File: src/rtl/fetch_pkg.sv
// rtl/fetch_pkg.sv - shared types for the instruction-fetch stage
package fetch_pkg;

  typedef logic [31:0] Word;

  typedef enum logic [1:0] {
    REQ  = 2'd0,
    WAIT = 2'd1,
    DROP = 2'd2
  } fetch_state_t;

  typedef struct packed {
    Word pc;
    Word instr;
    Word pred_pc;
  } fetch_packet_t;

  localparam Word RESET_PC_DEFAULT = 32'hbfc0_0000;

  function automatic Word align_word(input Word addr);
    return addr & ~32'h3;
  endfunction

endpackage

File: src/rtl/fetch_queue.sv
// rtl/fetch_queue.sv - decode-side packet FIFO; flush wins over a same-cycle push
module fetch_queue
  import fetch_pkg::*;
#(
  parameter int DEPTH = 2
) (
  input  logic                   clk,
  input  logic                   reset,
  input  logic                   push,
  input  fetch_packet_t          push_data,
  input  logic                   pop,
  input  logic                   flush,
  output fetch_packet_t          head,
  output logic [$clog2(DEPTH):0] count
);

  localparam int PTR_W = $clog2(DEPTH);
  localparam int CNT_W = PTR_W + 1;

  fetch_packet_t    mem_q [DEPTH];
  fetch_packet_t    mem_d [DEPTH];
  logic [PTR_W-1:0] wr_q, wr_d;
  logic [PTR_W-1:0] rd_q, rd_d;
  logic [CNT_W-1:0] count_q, count_d;
  logic             do_pop;

  assign do_pop = pop && (count_q != '0);
  assign head   = mem_q[rd_q];
  assign count  = count_q;

  always_comb begin
    mem_d   = mem_q;
    wr_d    = wr_q;
    rd_d    = rd_q;
    count_d = count_q;
    if (flush) begin
      wr_d    = '0;
      rd_d    = '0;
      count_d = '0;
    end else begin
      if (push) begin
        mem_d[wr_q] = push_data;
        wr_d        = wr_q + PTR_W'(1);
      end
      if (do_pop) begin
        rd_d = rd_q + PTR_W'(1);
      end
      count_d = count_q + CNT_W'(push) - CNT_W'(do_pop);
    end
  end

  always_ff @(posedge clk) begin
    if (reset) begin
      wr_q    <= '0;
      rd_q    <= '0;
      count_q <= '0;
    end else begin
      wr_q    <= wr_d;
      rd_q    <= rd_d;
      count_q <= count_d;
    end
  end

  // Payload storage needs no reset; count gates every read of it.
  always_ff @(posedge clk) begin
    mem_q <= mem_d;
  end

endmodule

File: src/rtl/fetch_unit.sv
// rtl/fetch_unit.sv - fetch PC owner: one outstanding imem read, predictor handshake, decode FIFO
module fetch_unit
  import fetch_pkg::*;
#(
  parameter Word RESET_PC = RESET_PC_DEFAULT,
  parameter int  DEPTH    = 2
) (
  input  logic clk,
  input  logic reset,
  output logic imem_req,
  output Word  imem_addr,
  input  logic imem_gnt,
  input  logic imem_rvalid,
  input  Word  imem_rdata,
  output Word  cur_pc,
  output Word  cur_instr,
  output logic pred_en,
  input  Word  pred_pc,
  input  logic redirect,
  input  Word  redirect_pc,
  output logic out_valid,
  input  logic out_ready,
  output Word  out_pc,
  output Word  out_instr,
  output Word  out_pred_pc
);

  localparam int CNT_W = $clog2(DEPTH) + 1;
  localparam logic [CNT_W-1:0] FULL = CNT_W'(DEPTH);

  fetch_state_t     state_q, state_d;
  Word              pc_q, pc_d;
  logic             push, pop, flush;
  fetch_packet_t    push_data, head;
  logic [CNT_W-1:0] count;

  assign imem_addr = pc_q;
  assign cur_pc    = pc_q;
  assign cur_instr = imem_rdata;
  assign out_valid = (count != '0);
  assign pop       = out_valid && out_ready;
  assign push_data = '{pc: pc_q, instr: imem_rdata, pred_pc: pred_pc};

  assign out_pc      = head.pc;
  assign out_instr   = head.instr;
  assign out_pred_pc = head.pred_pc;

  always_comb begin
    state_d  = state_q;
    pc_d     = pc_q;
    imem_req = 1'b0;
    pred_en  = 1'b0;
    push     = 1'b0;
    flush    = 1'b0;
    if (!reset) begin
      if (redirect) begin
        flush = 1'b1;
        pc_d  = align_word(redirect_pc);
        // An in-flight read must still be swallowed before a new request.
        if (state_q != REQ) begin
          state_d = imem_rvalid ? REQ : DROP;
        end
      end else begin
        case (state_q)
          REQ: begin
            imem_req = (count < FULL);
            if (imem_req && imem_gnt) begin
              state_d = WAIT;
            end
          end
          WAIT: begin
            if (imem_rvalid) begin
              pred_en = 1'b1;
              push    = 1'b1;
              pc_d    = align_word(pred_pc);
              state_d = REQ;
            end
          end
          DROP: begin
            if (imem_rvalid) begin
              state_d = REQ;
            end
          end
          default: state_d = REQ;
        endcase
      end
    end
  end

  always_ff @(posedge clk) begin
    if (reset) begin
      state_q <= REQ;
      pc_q    <= RESET_PC;
    end else begin
      state_q <= state_d;
      pc_q    <= pc_d;
    end
  end

  fetch_queue #(
    .DEPTH(DEPTH)
  ) u_queue (
    .clk      (clk),
    .reset    (reset),
    .push     (push),
    .push_data(push_data),
    .pop      (pop),
    .flush    (flush),
    .head     (head),
    .count    (count)
  );

endmodule

File: config.mk
export PLATFORM = sky130hd
export DESIGN_NAME = fetch_unit
export DESIGN_NICKNAME = d
export VERILOG_FILES = /design/src/rtl/fetch_pkg.sv /design/src/rtl/fetch_queue.sv /design/src/rtl/fetch_unit.sv
export SDC_FILE = /design/constraint.sdc
export NUM_CORES = 1
export LEC_CHECK = 0
export ABC_AREA = 0
export CAP_MARGIN = 10
export CELL_PAD_IN_SITES_DETAIL_PLACEMENT = 1
export CELL_PAD_IN_SITES_GLOBAL_PLACEMENT = 1
export CORE_AREA = 2 2 170 172
export CTS_CLUSTER_SIZE = 10
export DETAILED_ROUTE_END_ITERATION = 8
export DIE_AREA = 0 0 172 174
export GPL_TIMING_DRIVEN = 0
export PLACE_DENSITY = 0.85
export SYNTH_ARGS = -nofsm -noshare
export SYNTH_HDL_FRONTEND = slang
export SYNTH_SLANG_ARGS = --single-unit
File: constraint.sdc
create_clock -name clk -period 5.8 [get_ports clk]
set_input_delay 0.87 -clock clk [delete_from_list [all_inputs] [get_ports clk]]
set_output_delay 0.87 -clock clk [all_outputs]
set_load 0.02 [all_outputs]
==> metrics.md, run 1 <==
| Metric | Value |
|---|---|
| Post-Synthesis Cells | 551 |
| R2R cell count | 7 |
| Count of final setup violators | 0 |
| Critical-path maximum fanout | 10 |
| Crit path buf inv count | 3 |
| Combinational Power Share | a little under an eighth |
| CTS Hold Bufs | 0 |
| Hold Path Class | flop to flop |
| Clock power frac | 40.8% |
| Clock Skew | around 10 ps |
| Via Count | 5734 |
| Xor/xnor share of the synthesized area | 0.467% |
| Post-synth top area share | between 60 and 70% |
| CTS clk-pin slew, worst paths | about 50 ps |
| Critical Path RT | between 4000 and 5000 ps |
| Critical-path top delay cell | clkdlybuf4s50_1 |
| Clk_lat worst skew | roughly 520 ps |
| DRC | 0 |
| RSZ-0062 raised after global routing | false |
| Stages on worst setup path | 4 |
| Vias/cell | ~4.5 |
| Drt first pass iters | 4 |
| CP Launch Point | reset |
| VDD IR max | roughly 0.00017 V |
| Prevailing post-synth register cell | edfxtp_1 |
| Delay-heaviest family, CP | buffers and inverters |
| Slew margin rel. | between 40% and 50% |
| Largest family of logic cells by synthesized area | multiplexers |
| Number of antenna violations at the first check in global routing | 0 |
| Leakage | 0.00479 uW |
| FF+latch count, synth | between 200 and 250 |
| Final hold viol count | 0 |
| Filler cell count | around 2800 |
| FMAX | slightly below 300 MHz |
| Asr flop ratio synth | 0% |
| Post-CTS resize count | 0 |
| Mean Syn Cell Area | around 17 sq um |
| Pre-CTS WS | 2380 ps |
| IO buf count | 286 |
| Die ar. | roughly 0.03 sq mm |
| Starting Density | 33.2% |
| Setup bufs post-CTS | 0 |
| Status | finished clean |
| Post-synth top cells | edfxtp_1 (188), buf_4 (76), mux2_2 (50), mux2_1 (44), dfxtp_1 (36) |
| Pwr Density | approximately 280 mW/mm^2 |
| Worst Setup Start Kind | primary input |
| Largest cells by area after synthesis | edfxtp_1 (60%), dfxtp_1 (7.7%), buf_4 (6.1%), mux2_2 (6.0%), mux2_1 (5.3%) |
| Die height | 174 microns |
| H-tree levels | 1 |
| Vias in the first global route | around 6300 |
| Total gr overflow | 0 |
| Worst slew pin tran | between 800 and 900 ps |
| Synth Area in Compound Gates | under 10% |
| GR Util met3 | roughly 2.5% |
| Core ar. | ~0.028 sq mm |
| CP arrival | around 2600 ps |
| Placed cells | between 1000 and 1500 |
| Io pins | approximately 300 |
| Clk buf depth | 3 |
| Final WS setup | about 2400 ps |
| P_sw | about 850 uW |
| Antenna Nets Post-Route | 0 |
| Storage cell area | 0.00637 sq mm |
| First-pass GRT wire length | about 38 mm |
| Seq/Total Area, Yosys | about two thirds |
| Reg-to-Reg Start | state_q[1] |
| 1st-iter DRT viols | roughly 250 |
| Most frequent cell after synthesis | edfxtp_1 |
| Gr usage total | roughly 17% |
| Yosys warning count | 0 |
| Root Driver | clkbuf_16 |
| Grt met1 use | 19.9% |
| Synth-to-Final Area Change | 45.4% |
| Int Pwr | about 3000 uW |
| Multiplexer share of the synthesized area | 13.5% |
| Synth Cell Area | 0.00937 sq mm |
| Post-synth EDFFs | between 150 and 200 |
| Hold path cells | 2 |
| Multi-input gate area | between 0.002 and 0.0025 sq mm |
| Critical-path cell list | clkdlybuf4s50_1, clkbuf_1, nor4b_2, clkdlybuf4s50_1 |
| Share of layout cells above drive strength 1 | 25.4% |
| Top cell type by total area after synthesis | edfxtp_1 |
| Pin count of the biggest net entering global routing | ~50 |
| Design Power | between 3000 and 4000 uW |
| WL final | about 26 mm |
| Crit. End Element | output port |
| Antenna cells | 0 |
| Row cnt | 62 |
| Seq pwr share | 47.8% |
| CTS buffer count | 27 |
| Adder-cell area share of the yosys netlist | less than 1% |
| Post-synthesis simple-gate area fraction | between 4 and 5% |
| WL per Instance | 20.2 microns |
| Pins Over Slew Limit | 0 |
| Final cell count without fillers | about 1300 |
| Met2 Usage GRT | 31.3% |
| Max_cap viols | 0 |
| WS Path Type | primary input to output port |
| Gr busiest metal | met2 |
| Fin nets | 980 |
| Net Sw Frac | about 23% |
| Clock Sinks | roughly 220 |
| Die width | between 150 and 200 microns |
| Min-Delay Startpoint | state_q[1] |
| CTS tree | yes |
| Crit share post-route | around three fifths |
| Final RePlAce weighted congestion | between 0.7 and 0.8 |
| CP dominant cell by count | clkdlybuf4s50_1 |
| Post-layout minimum cycle time | ~3400 ps |
| Yosys cell types | 38 |
| CP peak stage delay | 650 ps |
| Dpl hpwl | between 15 and 20 mm |
## worst reg2reg max path, stage by stage, from the launching register on
cell      delay, ps
dfxtp_1         320
inv_1            90
ha_1            300
and4bb_1        220
buf_2           170
nor2b_4         700
buf_12          290
buf_12          240
## per-stage QoR
stage	setup TNS [ps]	util, %	area (sq um)	hold WS [ps]
after floorplan	0	-	9390	465
after global placement	-55730	45.1	12700	480
after detailed placement	0	45.4	12800	506
after CTS	0	48.3	13600	516
after global routing	0	48.3	13600	524
final	0	48.3	13600	518
## power by group through the flow
| stage | Combinational (uW) | Clock, uW | Sequential, uW |
|---|---|---|---|
| 6_report | 430 | 1540 | 1810 |
| 5_1_grt | 455 | 1630 | 1810 |
| 4_1_cts | 435 | 1580 | 1810 |
| 3_5_place_dp | 433 | 0 | 1840 |
| 3_3_place_gp | 418 | 0 | 1840 |
| 2_1_floorplan | 195 | 0 | 1850 |
## layout by cell type, fill, tap and decap left out, types with 3 or more instances in the layout
cell             count
a211oi_1             9
a211oi_2            21
buf_12               5
buf_2               12
buf_4               76
buf_6                4
clkbuf_1            19
clkbuf_16           27
clkdlybuf4s50_1    286
conb_1               6
dfxtp_1             36
edfxtp_1           188
ha_1                 3
inv_1                5
mux2_1              44
mux2_2              50
mux2i_1             21
nor2_1              11
nor2_4              20
nor2b_1              9
nor3_1               3
o21bai_1             9
xnor2_1              4
## final timing paths
kind         slack [ps]            endpoint
max reg2reg        3150  u_queue.mem_q[110]
max                2370            imem_req
min                 520          state_q[1]
min reg2reg         520          state_q[1]
## sequential cells by signal (all words and copies together) (netlist names)
register       flops
state_q            2
u_queue.wr_q       1
u_queue.count      2
u_queue.rd_q       1
cur_pc            30
u_queue.mem_q    188
## logic make-up after synthesis
| group | count (synthesis) |
|---|---|
| xor gates and xnor gates | 5 |
| DFF | 224 |
| other | 1 |
| AOI/OAI and AO/OA | 47 |
| muxes | 115 |
| adders and majority gates | 3 |
| buffers and inverters | 102 |
| and+or+nand+nor | 54 |
## final cells by class
class                      count  area share (%)
sequential                   224            46.7
timing repair buffer         290            21.7
multi-input combinational    230            16.7
clock buffer                  45            5.53
buffer                        97            5.41
tap                          384            3.53
clock inverter                 3           0.321
inverter                       5           0.138
## metal layers
metal / up-vias / part of all wire [%]
met4: 0 / 3.1
met3: 51 / 4.9
li1: 2638 / -
met1: 2850 / 39
met2: 195 / 53
met5: - / 0
Power figures use the tool's default switching activity.
==> run 2, diff against run 1 <==
Settings changed: CORE_AREA 2 2 170 172 to 2 2 161 163, DIE_AREA 0 0 172 174 to 0 0 163 165, PLACE_DENSITY 0.85 to 0.89.
Clock period 5.8 ns to 3.5 ns, I/O delays scaled along.
==> run 2 against run 1 <==
Against the previous run:
- clock skew rose by 2.5 ps
- wire length shrank 0.37%
- combinational power increased by 65%
- highest routed layer unchanged
- clock-buffer cell count rose by 3
- worst setup slack got worse by 1900 ps
- sequential power is 66% higher
==> metrics.md, run 2 (synthesis results as in run 1) <==
| Metric | Value |
|---|---|
| Vias in the first global route | 6202 (-1.6%) |
| Drt first pass iters | 4 (unchanged) |
| Most flops, register | u_queue.mem_q |
| Via Count | 5756 (+0.38%) |
| CTS tree | yes |
| WL per Instance | 21.0 microns (+3.9%) |
| RSZ-0062 raised after global routing | false |
| Worst Setup Start Kind | flop |
| Post-layout minimum cycle time | 3000 ps |
| Die width | 163 microns (-5.2%) |
| Reg-to-Reg Start | state_q[1] |
| Int Pwr | 4820 uW (+65%) |
| Most frequent cells in the layout | clkdlybuf4s50_1 (286), edfxtp_1 (188), buf_4 (76) |
| Vias/cell | 4.70 (+4.7%) |
| Io pins | 297 (unchanged) |
| Max reg flops | 188 (unchanged) |
| CTS buffer count | 27 (unchanged) |
| Crit path buf inv count | 4 (+1) |
| Final hold viol count | 0 (unchanged) |
| Gr usage total | 18.7% (+1.7 points) |
| Post-CTS resize count | 0 (unchanged) |
| Max_cap viols | 0 (unchanged) |
| Critical-path maximum fanout | 10 (unchanged) |
| Worst slew pin tran | 892 ps (+83.4 ps) |
| H-tree levels | 1 (unchanged) |
| WL final | 25.7 mm (-0.37%) |
| Total gr overflow | 0 (unchanged) |
| Delay-heaviest family, CP | buffers and inverters |
| FMAX | approximately 330 MHz |
| Most common cell after layout, fill and taps aside | clkdlybuf4s50_1 |
| Die height | 165 microns (-5.2%) |
| Critical-path cell list | clkbuf_1, buf_4, buf_4, mux2_1, clkdlybuf4s50_1 |
| Pins Over Slew Limit | 0 (unchanged) |
| Net Sw Frac | 22.6% (about the same) |
| Clock Skew | 12.5 ps (+2.51 ps) |
| Leakage | 0.00478 uW (-0.12%) |
| Hold Path Class | primary input to flop |
| Clk buf depth | 3 (unchanged) |
| Final cell count without fillers | 1225 (-4.1%) |
| Root Driver | clkbuf_16 |
| Crit share post-route | a little under nine tenths |
| DRC | 0 (unchanged) |
| Antenna Nets Post-Route | 0 (unchanged) |
| Setup bufs post-CTS | 0 (unchanged) |
| CP dominant cell by count | buf_4 |
| CTS Hold Bufs | 0 (unchanged) |
| Final RePlAce weighted congestion | 0.757 (+1.9%) |
| Placed cell area | 0.0128 sq mm (-0.59%) |
| Synth-to-Final Area Change | 44.6% |
| Clock power frac | 40.5% (-0.3 points) |
| Placed cells | 1176 (-4.4%) |
| CP arrival | 2470 ps (-90 ps) |
| Pwr Density | 460 mW/mm^2 (+66%) |
| Seq pwr share | 48.1% (+0.3 points) |
| Slew margin rel. | 40.5% (-5.4 points) |
| Die ar. | 0.0269 sq mm (-10%) |
| Share of layout cells above drive strength 1 | 25.4% (-0.028 points) |
| Critical-path top delay cell | clkdlybuf4s50_1 |
| P_sw | 1410 uW (+65%) |
| Row cnt | 58 (-6.5%) |
| Critical Path RT | 2970 ps (-1960 ps) |
| Pin count of the biggest net entering global routing | 58 (+14%) |
| 1st-iter DRT viols | 268 (+8.1%) |
| WHS | 333 ps (-185 ps) |
| Fin nets | 980 (unchanged) |
| Count of final setup violators | 0 (unchanged) |
| IO buf count | 286 (unchanged) |
| Combinational Power Share | 11.4% (about the same) |
| Core ar. | 0.0250 sq mm (-11%) |
| Crit. End Element | output port |
| Clock Sinks | 224 (unchanged) |
| VDD IR max | 0.000310 V (+84%) |
| Status | finished clean |
| CTS clk-pin slew, worst paths | 60 ps (about the same) |
| Min-Delay Startpoint | imem_rvalid |
| Starting Density | 37.4% (+4.2 points) |
| Final Instance Area | 0.0135 sq mm (-0.58%) |
| Clk_lat worst skew | 510 ps (about the same) |
| Number of antenna violations at the first check in global routing | 0 (unchanged) |
| First-pass GRT wire length | 37.8 mm (-0.94%) |
| CP peak stage delay | 590 ps (-60 ps) |
| CP Launch Point | u_queue.rd_q |
| WS Path Type | flop to output port |
| Antenna cells | 0 (unchanged) |
| Dpl hpwl | 18.5 mm (+0.59%) |
## run 2: changes by cell type in the layout (fill, tap and decap cells not counted), sizes merged
cell,previous run,this run
clkinv,1,0
bufinv,1,0
clkbuf,48,51
## run 2: metrics by stage
step | power [uW] | setup slack [ps] | utilization, % | TNS (ps)
final | 6230 | 501 | 54.1 | 0
after floorplan | 3390 | 512 | - | 0
after global routing | 6450 | 397 | 54.1 | 0
after global placement | 3740 | -641 | 50.6 | -79850
after detailed placement | 3770 | 653 | 50.9 | 0
after CTS | 6310 | 444 | 54.1 | 0
## run 2: tightest hold or removal path, stage by stage
cell	delay [ps]
buf_6	110
o21ai_1	70
a21oi_1	100
## run 2: area by class of cell
class	instances	area, sq um
plain buffers	97	737
clock buffers	48	785
clock inverters	1	8.76
fillers	2416	11500
inverters	5	18.8
multi-input cells	230	2280
flip-flops and latches	224	6370
well taps	330	413
repair buffers	290	2940
## run 2: path summary, 6_finish.rpt
kind                                     endpoint  slack [ps]  cells after the start
worst max-delay path                   out_pc[23]         500                      5
worst min-delay path                   state_q[0]         330                      3
worst max register to register  u_queue.mem_q[37]        1000                      6
worst min register to register         state_q[0]         510                      2
## run 2: per-layer routing
metal  up-vias  track usage, %  wire [microns]
li1       2635               -               -
met4         0            5.27             563
met5         -               0               0
met2       164            35.0           13900
met1      2919            21.9            9980
met3        38            3.31            1270
## run 2: power by group through the flow
| stage | sequential, uW | clock (uW) | combinational (uW) |
|---|---|---|---|
| 5_1_grt | 3000 | 2690 | 750 |
| 3_5_place_dp | 3050 | 0 | 715 |
| 4_1_cts | 3000 | 2590 | 720 |
| 6_report | 3000 | 2520 | 711 |
| 3_3_place_gp | 3050 | 0 | 690 |
| 2_1_floorplan | 3070 | 0 | 323 |
